`src/rtl/approx_mul_arbiter.sv`:
```
// approx_mul_arbiter
// Round-robin front end that shares one pipelined 8x8 multiplier among NREQ
// requesters. Each issued operand pair carries its requester ID down a LAT-deep
// tag pipeline. The result is captured into a DEPTH-entry response FIFO, which
// has a valid/ready output.
//
// The credit scheme allows an issue only while the FIFO entries plus the ops in
// flight total less than DEPTH. Every op that is in flight therefore already
// owns a FIFO slot.
//
// mul_product is sampled in the cycle in which tag stage LAT-1 holds the op.
// That cycle comes LAT-1 clock edges after mul_a/mul_b were registered.
module approx_mul_arbiter #(
  parameter int NREQ  = 4,
  parameter int LAT   = 2,
  parameter int DEPTH = 4,
  parameter int IDW   = $clog2(NREQ)
) (
  input  logic              clk,
  input  logic              rst,
  input  logic [NREQ-1:0]   req_valid,
  output logic [NREQ-1:0]   req_ready,
  input  logic [NREQ*8-1:0] req_a,
  input  logic [NREQ*8-1:0] req_b,
  output logic [7:0]        mul_a,
  output logic [7:0]        mul_b,
  input  logic [15:0]       mul_product,
  output logic              rsp_valid,
  input  logic              rsp_ready,
  output logic [IDW-1:0]    rsp_id,
  output logic [15:0]       rsp_product,
  output logic              busy
);

  localparam int PW = (DEPTH > 1) ? $clog2(DEPTH) : 1;
  localparam int CW = $clog2(DEPTH + 1);
  localparam int OW = $clog2(DEPTH + LAT + 1);

  // round-robin pointer: last granted requester
  logic [IDW-1:0] ptr_q, ptr_d;

  // operand registers feeding the multiplier
  logic [7:0] mul_a_q, mul_a_d;
  logic [7:0] mul_b_q, mul_b_d;

  // tag pipeline
  logic [LAT-1:0] tag_vld_q, tag_vld_d;
  logic [IDW-1:0] tag_id_q [LAT];
  logic [IDW-1:0] tag_id_d [LAT];

  // response FIFO
  logic [IDW-1:0] fid_q   [DEPTH];
  logic [IDW-1:0] fid_d   [DEPTH];
  logic [15:0]    fprod_q [DEPTH];
  logic [15:0]    fprod_d [DEPTH];
  logic [PW-1:0]  wr_ptr_q, wr_ptr_d;
  logic [PW-1:0]  rd_ptr_q, rd_ptr_d;
  logic [CW-1:0]  count_q, count_d;

  // arbitration / credit
  logic [IDW-1:0] cand;
  logic [IDW-1:0] win_id;
  logic           win_found;
  logic [OW-1:0]  inflight;
  logic [OW-1:0]  occ;
  logic           issue_ok;
  logic           hs;
  logic [7:0]     win_a;
  logic [7:0]     win_b;
  logic           push;
  logic           pop;

  function automatic logic [PW-1:0] ptr_inc(input logic [PW-1:0] p);
    return (p == PW'(DEPTH - 1)) ? '0 : p + PW'(1);
  endfunction

  // Pick the first valid requester after the pointer, wrapping around.
  always_comb begin
    win_found = 1'b0;
    win_id    = '0;
    cand      = '0;
    for (int k = 1; k <= NREQ; k++) begin
      cand = IDW'((int'(ptr_q) + k) % NREQ);
      if (!win_found && req_valid[cand]) begin
        win_found = 1'b1;
        win_id    = cand;
      end
    end
  end

  // Ops in flight plus FIFO entries are the slots already spoken for.
  always_comb begin
    inflight = '0;
    for (int i = 0; i < LAT; i++) begin
      inflight = inflight + OW'(tag_vld_q[i]);
    end
    occ      = OW'(count_q) + inflight;
    issue_ok = (occ < OW'(DEPTH));
  end

  // Grant and operand mux; at most one ready bit, held low during reset.
  always_comb begin
    hs        = win_found && issue_ok && !rst;
    req_ready = '0;
    if (hs) begin
      req_ready[win_id] = 1'b1;
    end
    win_a   = req_a[{win_id, 3'b000} +: 8];
    win_b   = req_b[{win_id, 3'b000} +: 8];
    mul_a_d = hs ? win_a : mul_a_q;
    mul_b_d = hs ? win_b : mul_b_q;
    ptr_d   = hs ? win_id : ptr_q;
  end

  // Tag pipeline shifts every cycle; stage 0 is loaded only on a handshake.
  always_comb begin
    tag_vld_d[0] = hs;
    tag_id_d[0]  = win_id;
    for (int i = 1; i < LAT; i++) begin
      tag_vld_d[i] = tag_vld_q[i-1];
      tag_id_d[i]  = tag_id_q[i-1];
    end
  end

  // FIFO next state: the last tag stage pushes, and the consumer handshake pops.
  always_comb begin
    push     = tag_vld_q[LAT-1];
    pop      = rsp_ready && (count_q != '0);
    fid_d    = fid_q;
    fprod_d  = fprod_q;
    wr_ptr_d = wr_ptr_q;
    rd_ptr_d = rd_ptr_q;
    if (push) begin
      fid_d[wr_ptr_q]   = tag_id_q[LAT-1];
      fprod_d[wr_ptr_q] = mul_product;
      wr_ptr_d          = ptr_inc(wr_ptr_q);
    end
    if (pop) begin
      rd_ptr_d = ptr_inc(rd_ptr_q);
    end
    count_d = count_q + CW'(push) - CW'(pop);
  end

  // State registers with synchronous reset.
  always_ff @(posedge clk) begin
    if (rst) begin
      ptr_q     <= IDW'(NREQ - 1);
      mul_a_q   <= '0;
      mul_b_q   <= '0;
      tag_vld_q <= '0;
      for (int i = 0; i < LAT; i++) begin
        tag_id_q[i] <= '0;
      end
      for (int i = 0; i < DEPTH; i++) begin
        fid_q[i]   <= '0;
        fprod_q[i] <= '0;
      end
      wr_ptr_q <= '0;
      rd_ptr_q <= '0;
      count_q  <= '0;
    end else begin
      ptr_q     <= ptr_d;
      mul_a_q   <= mul_a_d;
      mul_b_q   <= mul_b_d;
      tag_vld_q <= tag_vld_d;
      tag_id_q  <= tag_id_d;
      fid_q     <= fid_d;
      fprod_q   <= fprod_d;
      wr_ptr_q  <= wr_ptr_d;
      rd_ptr_q  <= rd_ptr_d;
      count_q   <= count_d;
    end
  end

  // A push into a full FIFO would overwrite the head; credits must prevent it.
  always_ff @(posedge clk) begin
    if (!rst) begin
      assert (!(push && (count_q == CW'(DEPTH))));
    end
  end

  // While the FIFO is empty the head reads as zero, so the reset values are defined.
  always_comb begin
    rsp_valid   = (count_q != '0);
    rsp_id      = rsp_valid ? fid_q[rd_ptr_q]   : '0;
    rsp_product = rsp_valid ? fprod_q[rd_ptr_q] : '0;
    busy        = (|tag_vld_q) || rsp_valid;
    mul_a       = mul_a_q;
    mul_b       = mul_b_q;
  end

endmodule

```
`config.mk`:
```
export PLATFORM = sky130hd
export DESIGN_NAME = approx_mul_arbiter
export DESIGN_NICKNAME = d
export VERILOG_FILES = /design/src/rtl/approx_mul_arbiter.sv
export SDC_FILE = /design/constraint.sdc
export NUM_CORES = 1
export LEC_CHECK = 0
export BUFFER_PORTS_ARGS = -buffer_cell sky130_fd_sc_hd__buf_2
export CAP_MARGIN = 20
export CORE_UTILIZATION = 48
export CTS_CLUSTER_DIAMETER = 60
export CTS_CLUSTER_SIZE = 28
export DETAILED_ROUTE_END_ITERATION = 8
export GPL_ROUTABILITY_DRIVEN = 0
export PLACE_DENSITY_LB_ADDON = 0.08
export SYNTH_ARGS = -nofsm -noshare
export SYNTH_HDL_FRONTEND = slang
export SYNTH_SLANG_ARGS = --single-unit
```
`constraint.sdc`:
```
create_clock -name clk -period 2.26 [get_ports clk]
set_input_delay 0.339 -clock clk [delete_from_list [all_inputs] [get_ports clk]]
set_output_delay 0.339 -clock clk [all_outputs]
set_load 0.02 [all_outputs]
```
# Yosys cells after proc, flatten, opt, wreduce, memory -nomap -nowiden
# Index checks and enable logic that the tools add are counted.
# totals
elab_cells,93
ff_bits,103
mem_count,0
romBits,0
out_inout_bits,40
input_bits,87
latchBits,0
ram_bits,0
# op_classes
bitwise_logic,2
div_mod_pow,0
eq_ne,2
muxes,35
multipliers,0
n_reduce_logical,15
shift,2
addsub,10
n_lt_le_gt_ge,10
# ops
cell,count
bitwise mux 64 bit,1
2-to-1 mux 16 bit,4
variable part select 32 x 6 -> 8 bit,2
binary-select mux 16 bit (select 2 bit),1
demux 16 bit (select 2 bit),1
2-to-1 mux 2 bit,10
"< comparator 2 x 3 -> 1 bit, second input constant",5
2-to-1 mux 1 bit,9
"adder 2 x 1 -> 2 bit, second input constant",4
binary-select mux 1 bit (select 2 bit),4
bitwise mux 8 bit,1
logical AND 1 bit,8
"greater-or-equal comparator 3 bit, second input constant",2
inverter 2 -> 3 bit,2
"adder 2 bit, second input constant",2
binary-select mux 2 bit (select 2 bit),1
demux 2 bit (select 2 bit),1
"equality test 2 bit, second input constant",2
zero test 1 bit,4
2-to-1 mux 4 bit,1
adder 3 x 1 -> 3 bit,1
adder 3 x 2 -> 3 bit,1
"< comparator 3 x 1 -> 1 bit, second input constant",1
"< comparator 3 bit, second input constant",1
other kinds (7),7

# Logic depth before layout (Yosys ltp)
# Gate-level depths: netlist of run 1.
# depth
depth_word,18
depth_mapped,10
depth_no_buf,10

# Worst setup path before layout of run 1
# OpenSTA, ideal clock, no wires.
# synth_timing
path_kind,flip-flop to flip-flop
start,register count_q[2]
end,register count_q[2]
setup_time_ps,128
stages_incl_launch_ff,11
synth_period_minus_slack_ps,2183
t_required_ps,2132
t_arrival_ps,2056
n_path_buf,0
slack_ps,77
path_cell_list,dfxtp_1 -> or3_1 -> nand2_1 -> inv_1 -> ha_1 -> inv_1 -> ha_1 -> fa_1 -> xnor2_1 -> xnor2_1 -> nor2_1
# synth_between
elab_chain_cells,3
elab_cells_between_ends,4
classes_between,2 x add/sub; 2 x reduce/logical
# synth_rtl
item,line_no,text
from (decl),58,"logic [CW-1:0] count_q, count_d;"
from (signal assigned),171,count_q <= count_d;
nonzero test 3 bit,128,pop = rsp_ready && (count_q != '0);
logical AND 1 bit,128,
net pop,71,logic pop;
subtractor 3 x 1 -> 3 bit,141,count_d = count_q + CW'(push) - CW'(pop);
# The timed path passes the listed nets, and every way through them passes these cells.
# A chain may end at the register's enable or synchronous reset.

# Worst setup path in the final report of run 1
# layout_timing
start,register count_q[0]
end,output busy
# layout_between
elab_chain_cells,2
# layout_rtl
item,line_no,text
nonzero test 3 bit,184,rsp_valid = (count_q != '0);
logical OR 1 bit,187,busy = (|tag_vld_q) || rsp_valid;
to (decl),32,output logic busy
# No other way between the ends.

==> impl_results.md, run 1 <==
* Starting Density at 0.504
* Crit Path Class: flip-flop to output pin
* Num CTS Buffers at 9
* Worst Skew at 0.00833 ns
* Top delay family on crit path: simple AND/OR/NAND/NOR gates
* Max frequency at 459 MHz
* Multi-input gate area at 2730 um^2
* Total power at 5.45 mW
* Cell breakdown of the critical path: or3_4 -> buf_6 -> or3_1 -> buf_2
* Distinct cells, synth at 43
* ANT cells at 0
* Sequential share of power at 0.398
* Seq/Total Area, Yosys at 0.411
* Top FF cell, synth: dfxtp_1
* Leakage at 2.52 nW
* Slowest cell on crit path: or3_4
* Critical path required time at about 1.9 ns
* Row cnt at 36
* Max FO, Critical Path at 20
* HPWL after DPL at roughly 8.1 mm
* Hold Buf Count CTS at 0
* Vias per cell at around 5.3
* Clock latency on the worst-skew pair at about 0.37 ns
* Worst Path Buf+Inv at 2
* Final max-slew violation count at 0
* Final Non-Filler Cells at approximately 850
* Synth top area cells: dfxtp_1, nand2_1, mux4_2
* Post-synth EDFFs at 0
* Net Sw Frac at 0.359
* Pre-CTS setup slack at 0.0640 ns
* Worst VDD drop at between 0.0005 and 0.0006 V
* Endpoints failing setup at 0
* FFs w/ async S/R, synth at 0
* Synthesized Nets at 687
* Power Internal at between 3 and 4 mW
* Cells on worst reg2reg path at 10
* First-pass GRT wire length at between 20 and 25 mm
* Post-route worst setup slack at just over 0.08 ns
* Mapped Area at roughly 5000 um^2
* Max layer used: met4
* Worst hold path class: input pin to flip-flop
* Met3 wire len at roughly 690 um
* Worst-margin pin slew at 0.766 ns
* Reg area at 2070 um^2
* Post-synth top cells: nand2_1, dfxtp_1, a21oi_1, clkbuf_1, inv_1
* Final wirelength at between 10 and 15 mm
* DRT iter0 DRCs at approximately 160
* Synth area leader: dfxtp_1
* CP arrival at around 1.8 ns
* Fin. Hold Viols at 0
* Synthesized flop and latch total at ~100
* Slew HR at 0.488
* Vias in the first global route at roughly 4300
* Crit path launch type: flip-flop
* Total gr overflow at 0
* CTS H-tree lvls at 3
* Drc violations at 0
* Placed Instances at ~830
* Post-synth top area share at 0.411
* Max-Cap Viols at 0
* Synth-to-layout area growth at 22.1%
* Pre-antenna DRT Iters at 4
* Largest net degree at the start of global routing at 63
* Met2 WL post-DR at around 6.3 mm
* FILL cells at ~910
* CTS tree: yes
* Root cell of the clock tree: clkbuf_8
* Port bufs at ~130
* Post-layout min period at between 2 and 2.5 ns
* Hold Slack at 0.230 ns
* Biggest cell delay along the critical path at 0.42 ns
* Die Span Y at between 100 and 150 um
* Clock Sinks at ~100
* Final antenna-violating net count at 0
* DRT met1 WL at approximately 5.4 mm
* Warnings, synthesis at 0
* Avg Synthesized Cell Area at about 8.5 um^2
* DIE AREA at ~11000 um^2
* CTS Buffer Depth at 2
* Clock transition at path regs at 0.10 ns
* Switching power at ~2.0 mW
* Clock share of power at 0.216
* Cell area after layout at roughly 6100 um^2
* Levels on crit path at 4
* Crit end category: output pin
* Wirelength per Cell at between 10 and 15 um
* Hold Path Stages at 3
* PwrDens at around 890 nW/um^2
* Logic pwr share at 0.386
* Period utilization at 0.964
* Die width at 104 um
* Cell Area, Placed at a little under 6000 um^2
* Core ar. at around 10000 um^2
* Final nets at 809
* Status: completed
* Tot GR Track Use at 0.235
* Via count at between 4000 and 5000
* I/O pin count at around 130
* Layout cells sized above 1 at 0.297
* Cells after Synth at just under 600
* Top-count cell post-synth: nand2_1
* Initial antenna violation count at 0
-- final cells by class --
type	instances	share of cell area
sequential	103	0.337
inverter	24	0.0147
multi-input combinational	420	0.446
clock inverter	5	0.00919
tap	133	0.0272
clock buffer	11	0.0231
timing repair buffer	155	0.143
-- per-stage QoR --
stage | TNS, ns | util
2_1_floorplan | 0 | -
3_3_place_gp | 0 | 0.583
3_5_place_dp | 0 | 0.583
4_1_cts | 0 | 0.607
5_1_grt | -0.00230 | 0.615
6_report | 0 | 0.615
-- flip-flops by register name (all words and copies together) (netlist names) --
register   cells
count_q        3
fid_q          8
fprod_q       64
mul_a          8
mul_b          8
ptr_q          2
rd_ptr_q       2
tag_id_d       2
tag_id_q       2
tag_vld_q      2
wr_ptr_q       2
-- worst paths after layout --
kind | from | slack (ns) | end
setup / recovery | count_q[0]$_SDFF_PP0_ | 0.08 | busy
setup reg to reg | count_q[0]$_SDFF_PP0_ | 0.09 | count_q[2]$_SDFF_PP0_
hold / removal | mul_product[5] | 0.23 | fprod_q[37]$_SDFFE_PP0P_
hold reg to reg | tag_id_d[0]$_SDFF_PP0_ | 0.45 | tag_id_q[0]$_SDFF_PP0_
-- timing repair --
action | in CTS | in global routing
pin swaps | 5 | 8
setup endpoints to repair | 2 | 4
resized for setup | 5 | 17
setup buffers | 2 | 1
hold endpoints to repair | 0 | 0
-- layer usage --
layer	up-vias	GRT usage
li1	2254	-
met2	116	0.414
met1	2090	0.281
met4	0	0.0765
met5	-	0
met3	15	0.0564
-- tightest hold or removal path, cell delays in order --
cell     delay [ns]
buf_2          0.12
nand2_1        0.05
a21oi_1        0.05
-- power by group through the flow --
stage                     Combinational (mW)  Sequential (mW)  Clock (mW)
after floorplan                         1.20             2.31           0
after global placement                  1.90             2.19           0
after detailed placement                1.95             2.19           0
after CTS                               1.99             2.16        1.20
after global routing                    2.30             2.19        1.26
final                                   2.10             2.17        1.18
-- logic make-up after synthesis --
group	count (synthesis)	share of synthesized area
xor gates and xnor gates	2	0.00349
DFF	103	0.411
adders and majority gates	9	0.0240
buffers and inverters	68	0.0611
and+or+nand+nor	239	0.220
AOI/OAI and AO/OA	134	0.163
muxes	36	0.117
-- cell usage in the layout (no fill, tap or decap), types with 2 or more instances in the layout --
cell	count
nand2_1	168
buf_2	125
dfxtp_1	101
a21oi_1	75
buf_4	26
and2_1	22
inv_1	22
mux4_2	18
mux2i_1	18
and4_1	16
a31oi_1	16
o211ai_1	13
nor2_1	10
o21ai_1	10
clkbuf_8	10
o21ai_0	7
nor2b_1	5
ha_1	5
nand2b_1	4
o211ai_2	4
ha_4	3
buf_6	3
inv_2	2
nor4_2	2
a21o_1	2
clkinv_2	2
Power figures use the tool's default switching activity.
==> run 2: changes to the inputs <==
--- a/config.mk
+++ b/config.mk
@@ -13,6 +13,7 @@
 export DETAILED_ROUTE_END_ITERATION = 8
 export GPL_ROUTABILITY_DRIVEN = 0
 export PLACE_DENSITY_LB_ADDON = 0.08
+export SETUP_SLACK_MARGIN = 0.1
 export SYNTH_ARGS = -nofsm -noshare
 export SYNTH_HDL_FRONTEND = slang
 export SYNTH_SLANG_ARGS = --single-unit
==> run 2 against run 1 <==
  * Final area rose by 1.5%
  * Combinational power grew 10%
  * Largest cell class unchanged
  * Fmax down 1.1%
  * Highest routed layer unchanged
  * Largest power group is now combinational logic
  * Register-to-register slack worse by 0.03 ns
  * Die area stayed put
  * Critical endpoint is now count_q[2]$_SDFF_PP0_
==> impl_results.md, run 2 (synthesis results as in run 1) <==
* Commonest cells after routing, fill and taps aside: nand2_1, buf_2, dfxtp_1, a21oi_1, buf_4
* Worst-margin pin slew at 0.850 ns (+0.0837 ns)
* Core ar. at 9950 um^2 (unchanged)
* Root cell of the clock tree: clkbuf_8
* CTS H-tree lvls at 3 (unchanged)
* Final Non-Filler Cells at 851 (unchanged)
* Initial antenna violation count at 0 (unchanged)
* Final nets at 810 (+0.12%)
* Crit end category: flip-flop
* Worst hold path class: input pin to flip-flop
* ANT cells at 0 (unchanged)
* Status: completed
* Cell Area, Placed at 5790 um^2 (-0.26%)
* Total gr overflow at 0 (unchanged)
* Crit path launch type: flip-flop
* Period utilization at 0.975 (+0.0108)
* Clock latency on the worst-skew pair at 0.37 ns (about the same)
* Starting Density at 0.504 (unchanged)
* Num CTS Buffers at 9 (unchanged)
* Endpoints failing setup at 0 (unchanged)
* Slew HR at 0.434 (-0.0546)
* Vias per cell at 5.27 (+0.22%)
* Power Internal at 3.60 mW (+3.1%)
* Largest net degree at the start of global routing at 85 (+35%)
* Final max-slew violation count at 0 (unchanged)
* Row cnt at 36 (unchanged)
* Tot GR Track Use at 0.238 (+0.00262)
* Via count at 4485 (+0.22%)
* Top reg by flops: fprod_q
* Die width at 104 um (unchanged)
* Vias in the first global route at 4428 (+1.8%)
* Cell area after layout at 6220 um^2 (+1.5%)
* Pre-CTS setup slack at 0.0213 ns (-0.0427 ns)
* Placed Instances at 829 (-0.36%)
* Synth-to-layout area growth at 24.0%
* Logic pwr share at 0.411 (+0.025)
* Switching power at 2.01 mW (+2.9%)
* Post-layout min period at 2.20 ns (+0.0243 ns)
* Fin. Hold Viols at 0 (unchanged)
* Hold Buf Count CTS at 0 (unchanged)
* Layout cells sized above 1 at 0.302 (+0.00557)
* Net Sw Frac at 0.359 (about the same)
* HPWL after DPL at 8.13 mm (about the same)
* Sequential share of power at 0.386 (-0.012)
* Clock transition at path regs at 0.10 ns (about the same)
* First-pass GRT wire length at 20.8 mm (+2.0%)
* DRT iter0 DRCs at 167 (+5.7%)
* CTS Buffer Depth at 2 (unchanged)
* Crit Path Class: flip-flop to flip-flop
* Max FFs per register at 64 (unchanged)
* PwrDens at 903 nW/um^2 (+1.5%)
* Critical path required time at 2.49 ns (+0.57 ns)
* Worst VDD drop at 0.000640 V (+20%)
* Wirelength per Cell at 15.2 um (+3.0%)
* Max-Cap Viols at 0 (unchanged)
* Max FO, Critical Path at 4 (-80%)
* I/O pin count at 127 (unchanged)
* Max frequency at 454 MHz (-1.1%)
* Pre-antenna DRT Iters at 4 (unchanged)
* Leakage at 2.56 nW (+1.6%)
* Drc violations at 0 (unchanged)
* Port bufs at 126 (unchanged)
* Worst Skew at 0.0108 ns (+0.00251 ns)
* Die Span Y at 104 um (unchanged)
* Most common cell after layout, fill and taps aside: nand2_1
* Clock Sinks at 103 (unchanged)
* Final wirelength at 12.9 mm (+3.0%)
* Final antenna-violating net count at 0 (unchanged)
* CTS tree: yes
* Post-route worst setup slack at 0.0566 ns (-0.0243 ns)
* CP arrival at 2.44 ns (+0.60 ns)
* DIE AREA at 10900 um^2 (unchanged)
* Clock share of power at 0.203 (-0.013)
* RSZ-0062 raised after global routing: true
==> run 2: cell types whose count changed in the layout (fill, tap and decap cells not counted), moves of 3 or more <==
cell       before  now
and2_1         22   17
and2_4          0    5
buf_2         125  114
buf_4          26   34
clkbuf_16       0    3
==> run 2: worst paths after layout <==
kind | end | cells past startpoint | slack, ns | start
hold / removal | fprod_q[20]$_SDFFE_PP0P_ | 3 | 0.23 | mul_product[4]
setup / recovery | count_q[2]$_SDFF_PP0_ | 10 | 0.06 | count_q[0]$_SDFF_PP0_
hold reg to reg | tag_id_q[0]$_SDFF_PP0_ | 1 | 0.45 | tag_id_d[0]$_SDFF_PP0_
setup reg to reg | count_q[2]$_SDFF_PP0_ | 10 | 0.06 | count_q[0]$_SDFF_PP0_
==> run 2: repair_timing <==
action / CTS / global route
cloned: 0 / 3
resized for setup: 12 / 26
pin swaps: 7 / 6
endpoints found under the setup margin: 15 / 24
buffers inserted: 2 / 2
==> run 2: layout make-up <==
type | count | area (um^2)
multi-input cells | 420 | 2730
fillers | 885 | 3740
inverters | 24 | 90.1
well taps | 133 | 166
clock buffers | 10 | 128
repair buffers | 156 | 975
clock inverters | 5 | 57.6
flip-flops and latches | 103 | 2070
==> run 2: routing by layer <==
metal	routed length, um	part of all wire	track usage	vias up
met4	126	0.0098	0.0704	0
met2	6530	0.51	0.424	132
met5	0	0	0	-
met1	5530	0.43	0.281	2062
met3	729	0.056	0.0583	12
li1	-	-	-	2279
==> run 2: power by group through the flow <==
| stage | logic (mW) | registers (mW) | clock network [mW] |
|---|---|---|---|
| after floorplan | 1.22 | 2.31 | 0 |
| after global placement | 1.92 | 2.17 | 0 |
| after detailed placement | 1.95 | 2.18 | 0 |
| after CTS | 2.04 | 2.15 | 1.18 |
| after global routing | 2.50 | 2.19 | 1.26 |
| final | 2.31 | 2.17 | 1.14 |
==> run 2: through the flow <==
step                      hold slack (ns)  power (mW)  setup TNS, ns   util
final                               0.229        5.61              0  0.625
after global routing                0.216        5.94        -0.0926  0.625
after CTS                           0.209        5.37              0  0.607
after detailed placement            0.424        4.13              0  0.581
after global placement              0.417        4.09              0  0.581
after floorplan                     0.414        3.53              0      -
==> run 2: worst max-delay path: stages (launching register included) <==
cell	delay [ns]
dfxtp_2	0.35
or3_4	0.41
nand2_4	0.09
inv_1	0.05
ha_1	0.26
inv_1	0.04
ha_1	0.18
fa_2	0.35
xnor2_2	0.14
xnor2_1	0.14
nor2_1	0.05
==> run 3: changes to the inputs <==
--- a/config.mk
+++ b/config.mk
@@ -7,13 +7,15 @@
 export LEC_CHECK = 0
 export BUFFER_PORTS_ARGS = -buffer_cell sky130_fd_sc_hd__buf_2
 export CAP_MARGIN = 20
-export CORE_UTILIZATION = 48
+export CORE_UTILIZATION = 50
 export CTS_CLUSTER_DIAMETER = 60
 export CTS_CLUSTER_SIZE = 28
 export DETAILED_ROUTE_END_ITERATION = 8
 export GPL_ROUTABILITY_DRIVEN = 0
 export PLACE_DENSITY_LB_ADDON = 0.08
 export SETUP_SLACK_MARGIN = 0.1
+export SKIP_CTS_REPAIR_TIMING = 1
+export SLEW_MARGIN = 0
 export SYNTH_ARGS = -nofsm -noshare
 export SYNTH_HDL_FRONTEND = slang
 export SYNTH_SLANG_ARGS = --single-unit
==> constraint.sdc (replaced) <==
create_clock -name clk -period 2.8 [get_ports clk]
set_input_delay 0.42 -clock clk [delete_from_list [all_inputs] [get_ports clk]]
set_output_delay 0.42 -clock clk [all_outputs]
set_load 0.02 [all_outputs]
==> run 3 against run 2 <==
  * Worst setup slack improved by 0.27 ns
  * Clock skew shrank 0.0050 ns
  * Final cell count is 2.2% lower
  * Final area down 5.6%
  * Via count down 2.8%
  * Register-to-register slack better by 0.39 ns
  * Critical path depth fell by 3
  * Count of clock-buffer cells in the layout did not move
  * Worst hold slack improved by 0.089 ns
  * Wire length fell by 6.7%
  * Critical path type is now flip-flop to output pin
  * Critical endpoint is now req_ready[0]
  * Largest power group is now sequential cells
  * Highest routed layer unchanged
==> impl_results.md, run 3 (synthesis results as in run 1) <==
* Max-Cap Viols at 0 (unchanged)
* Clock transition at path regs at 0.09 ns (about the same)
* Worst Hold Path EP: fprod_q[34]$_SDFFE_PP0P_
* Layout cells sized above 1 at 0.260 (-0.0419)
* Leakage at 2.41 nW (-6.0%)
* FILL cells at 937 (+5.9%)
* Vias in the first global route at 4118 (-7.0%)
* Max frequency at between 400 and 500 MHz
* Final max-slew violation count at 0 (unchanged)
* Max layer used: met4
* DIE AREA at 10400 um^2 (-3.9%)
* Largest net degree at the start of global routing at 85 (unchanged)
* PwrDens at 704 nW/um^2 (-22%)
* Core ar. at 9730 um^2 (-2.3%)
* Clock Sinks at 103 (unchanged)
* Top reg by flops: fprod_q
* Num CTS Buffers at 9 (unchanged)
* Most common cell after layout, fill and taps aside: nand2_1
* Min-Delay Startpoint: mul_product[2]
* Synth-to-layout area growth at 17.0%
* Via count at 4360 (-2.8%)
* Met3 wire len at 699 um (-4.1%)
* Final wirelength at 12.1 mm (-6.7%)
* Hold Path Stages at 3 (unchanged)
* Final antenna-violating net count at 0 (unchanged)
* Tot GR Track Use at 0.240 (+0.00270)
* RSZ-0062 raised after global routing: false
* Vias per cell at 5.24 (-0.57%)
* Worst hold path class: input pin to flip-flop
* Worst VDD drop at 0.000396 V (-38%)
* Wirelength per Cell at 14.5 um (-4.5%)
* Die width at 102 um (-2.0%)
* First-pass GRT wire length at 19.2 mm (-7.9%)
* CTS tree: yes
* Clock latency on the worst-skew pair at 0.36 ns (about the same)
* Met2 WL post-DR at 5.99 mm (-8.3%)
* Crit Path Class: flip-flop to output pin
* Total gr overflow at 0 (unchanged)
* Status: completed
* Drc violations at 0 (unchanged)
* Setup total negative slack at 0 ns (unchanged)
* DRT iter0 DRCs at 121 (-28%)
* Root cell of the clock tree: clkbuf_8
* Starting Density at 0.515 (+0.0117)
* Final nets at 791 (-2.3%)
* Post-route worst setup slack at 0.331 ns (+0.275 ns)
* Placed Instances at 816 (-1.6%)
* Cells on worst reg2reg path at 10 (unchanged)
* Max FO, Critical Path at 5 (+1)
* Fin. Hold Viols at 0 (unchanged)
* DRT met1 WL at 5.19 mm (-6.1%)
* RR Startpoint: count_q[2]$_SDFF_PP0_
* Hold Slack at 0.318 ns (+0.0890 ns)
* Initial antenna violation count at 0 (unchanged)
* CTS Buffer Depth at 2 (unchanged)
* Worst-margin pin slew at 0.871 ns (+0.0214 ns)
* CP arrival at 2.05 ns (-0.39 ns)
* Port bufs at 126 (unchanged)
* Period utilization at 0.882
* Pre-CTS setup slack at 0.499 ns (+0.478 ns)
* FF-to-FF setup slack at 0.45 ns (+0.39 ns)
* Critical R2R Capture: count_q[2]$_SDFF_PP0_
* ANT cells at 0 (unchanged)
* Row cnt at 36 (unchanged)
* CTS H-tree lvls at 3 (unchanged)
* Pre-antenna DRT Iters at 5 (+1)
* Worst Skew at 0.00586 ns (-0.00498 ns)
* Slew HR at 0.419 (-0.0143)
* Post-layout min period at ~2.5 ns
* Commonest cells after routing, fill and taps aside: nand2_1, buf_2, dfxtp_1, a21oi_1, inv_1
* HPWL after DPL at 7.90 mm (-2.9%)
* Crit path launch type: flip-flop
* Critical path required time at 2.38 ns (-0.11 ns)
* Final Non-Filler Cells at 832 (-2.2%)
* Die Span Y at 102 um (-2.0%)
* I/O pin count at 127 (unchanged)
* Endpoints failing setup at 0 (unchanged)
* Crit end category: output pin
* Max FFs per register at 64 (unchanged)
-- run 3: cell types whose count changed in the layout (fill, tap and decap cells not counted), moves of 5 or more --
cell,change
and2_1,+5
and2_4,-5
buf_2,+12
buf_4,-23
-- run 3: per-layer routing --
metal	vias up	track usage
met3	13	0.0472
met4	0	0.112
met1	1996	0.277
met2	127	0.428
met5	-	0
li1	2224	-
-- run 3: how the worst max path moves through the flow --
stage,start,depth (start not counted),end,slack (ns)
6_report,count_q[0]$_SDFF_PP0_,7,req_ready[0],0.33
5_1_grt,tag_vld_q[0]$_SDFF_PP0_,7,req_ready[0],0.14
4_1_cts,tag_vld_q[1]$_SDFF_PP0_,6,req_ready[0],0.23
3_5_place_dp,count_q[2]$_SDFF_PP0_,10,count_q[2]$_SDFF_PP0_,0.50
3_3_place_gp,count_q[2]$_SDFF_PP0_,10,count_q[2]$_SDFF_PP0_,0.54
2_1_floorplan,req_valid[2],6,req_ready[1],0.50
-- run 3: power by group --
| group | switching [mW] | internal [mW] |
|---|---|---|
| combinational | 0.883 | 0.600 |
| clock | 0.493 | 0.411 |
| sequential | 0.107 | 1.64 |
| total | 1.48 | 2.65 |
-- run 3: through the flow --
step | instance area, um^2 | power (mW) | util
6_report | 5870 | 4.13 | 0.603
4_1_cts | 5860 | 4.17 | 0.602
3_3_place_gp | 5670 | 3.22 | 0.583
5_1_grt | 5870 | 4.39 | 0.603
3_5_place_dp | 5670 | 3.26 | 0.583
2_1_floorplan | 5010 | 2.83 | -
-- run 3: worst max-delay path: stages, from the launching register on --
cell	delay, ns
dfxtp_1	0.34
ha_1	0.31
nand3_1	0.13
o2bb2ai_4	0.22
nor3_4	0.21
nand4_1	0.16
nor2_1	0.14
buf_2	0.18
-- run 3: final cells by class --
cell class              instances  area [um^2]  area share
multi-input cells             420         2650       0.452
flip-flops and latches        103         2060       0.352
repair buffers                137          713       0.122
well taps                     133          166      0.0284
clock buffers                  10          128      0.0217
inverters                      24         90.1      0.0153
clock inverters                 5         58.8      0.0100
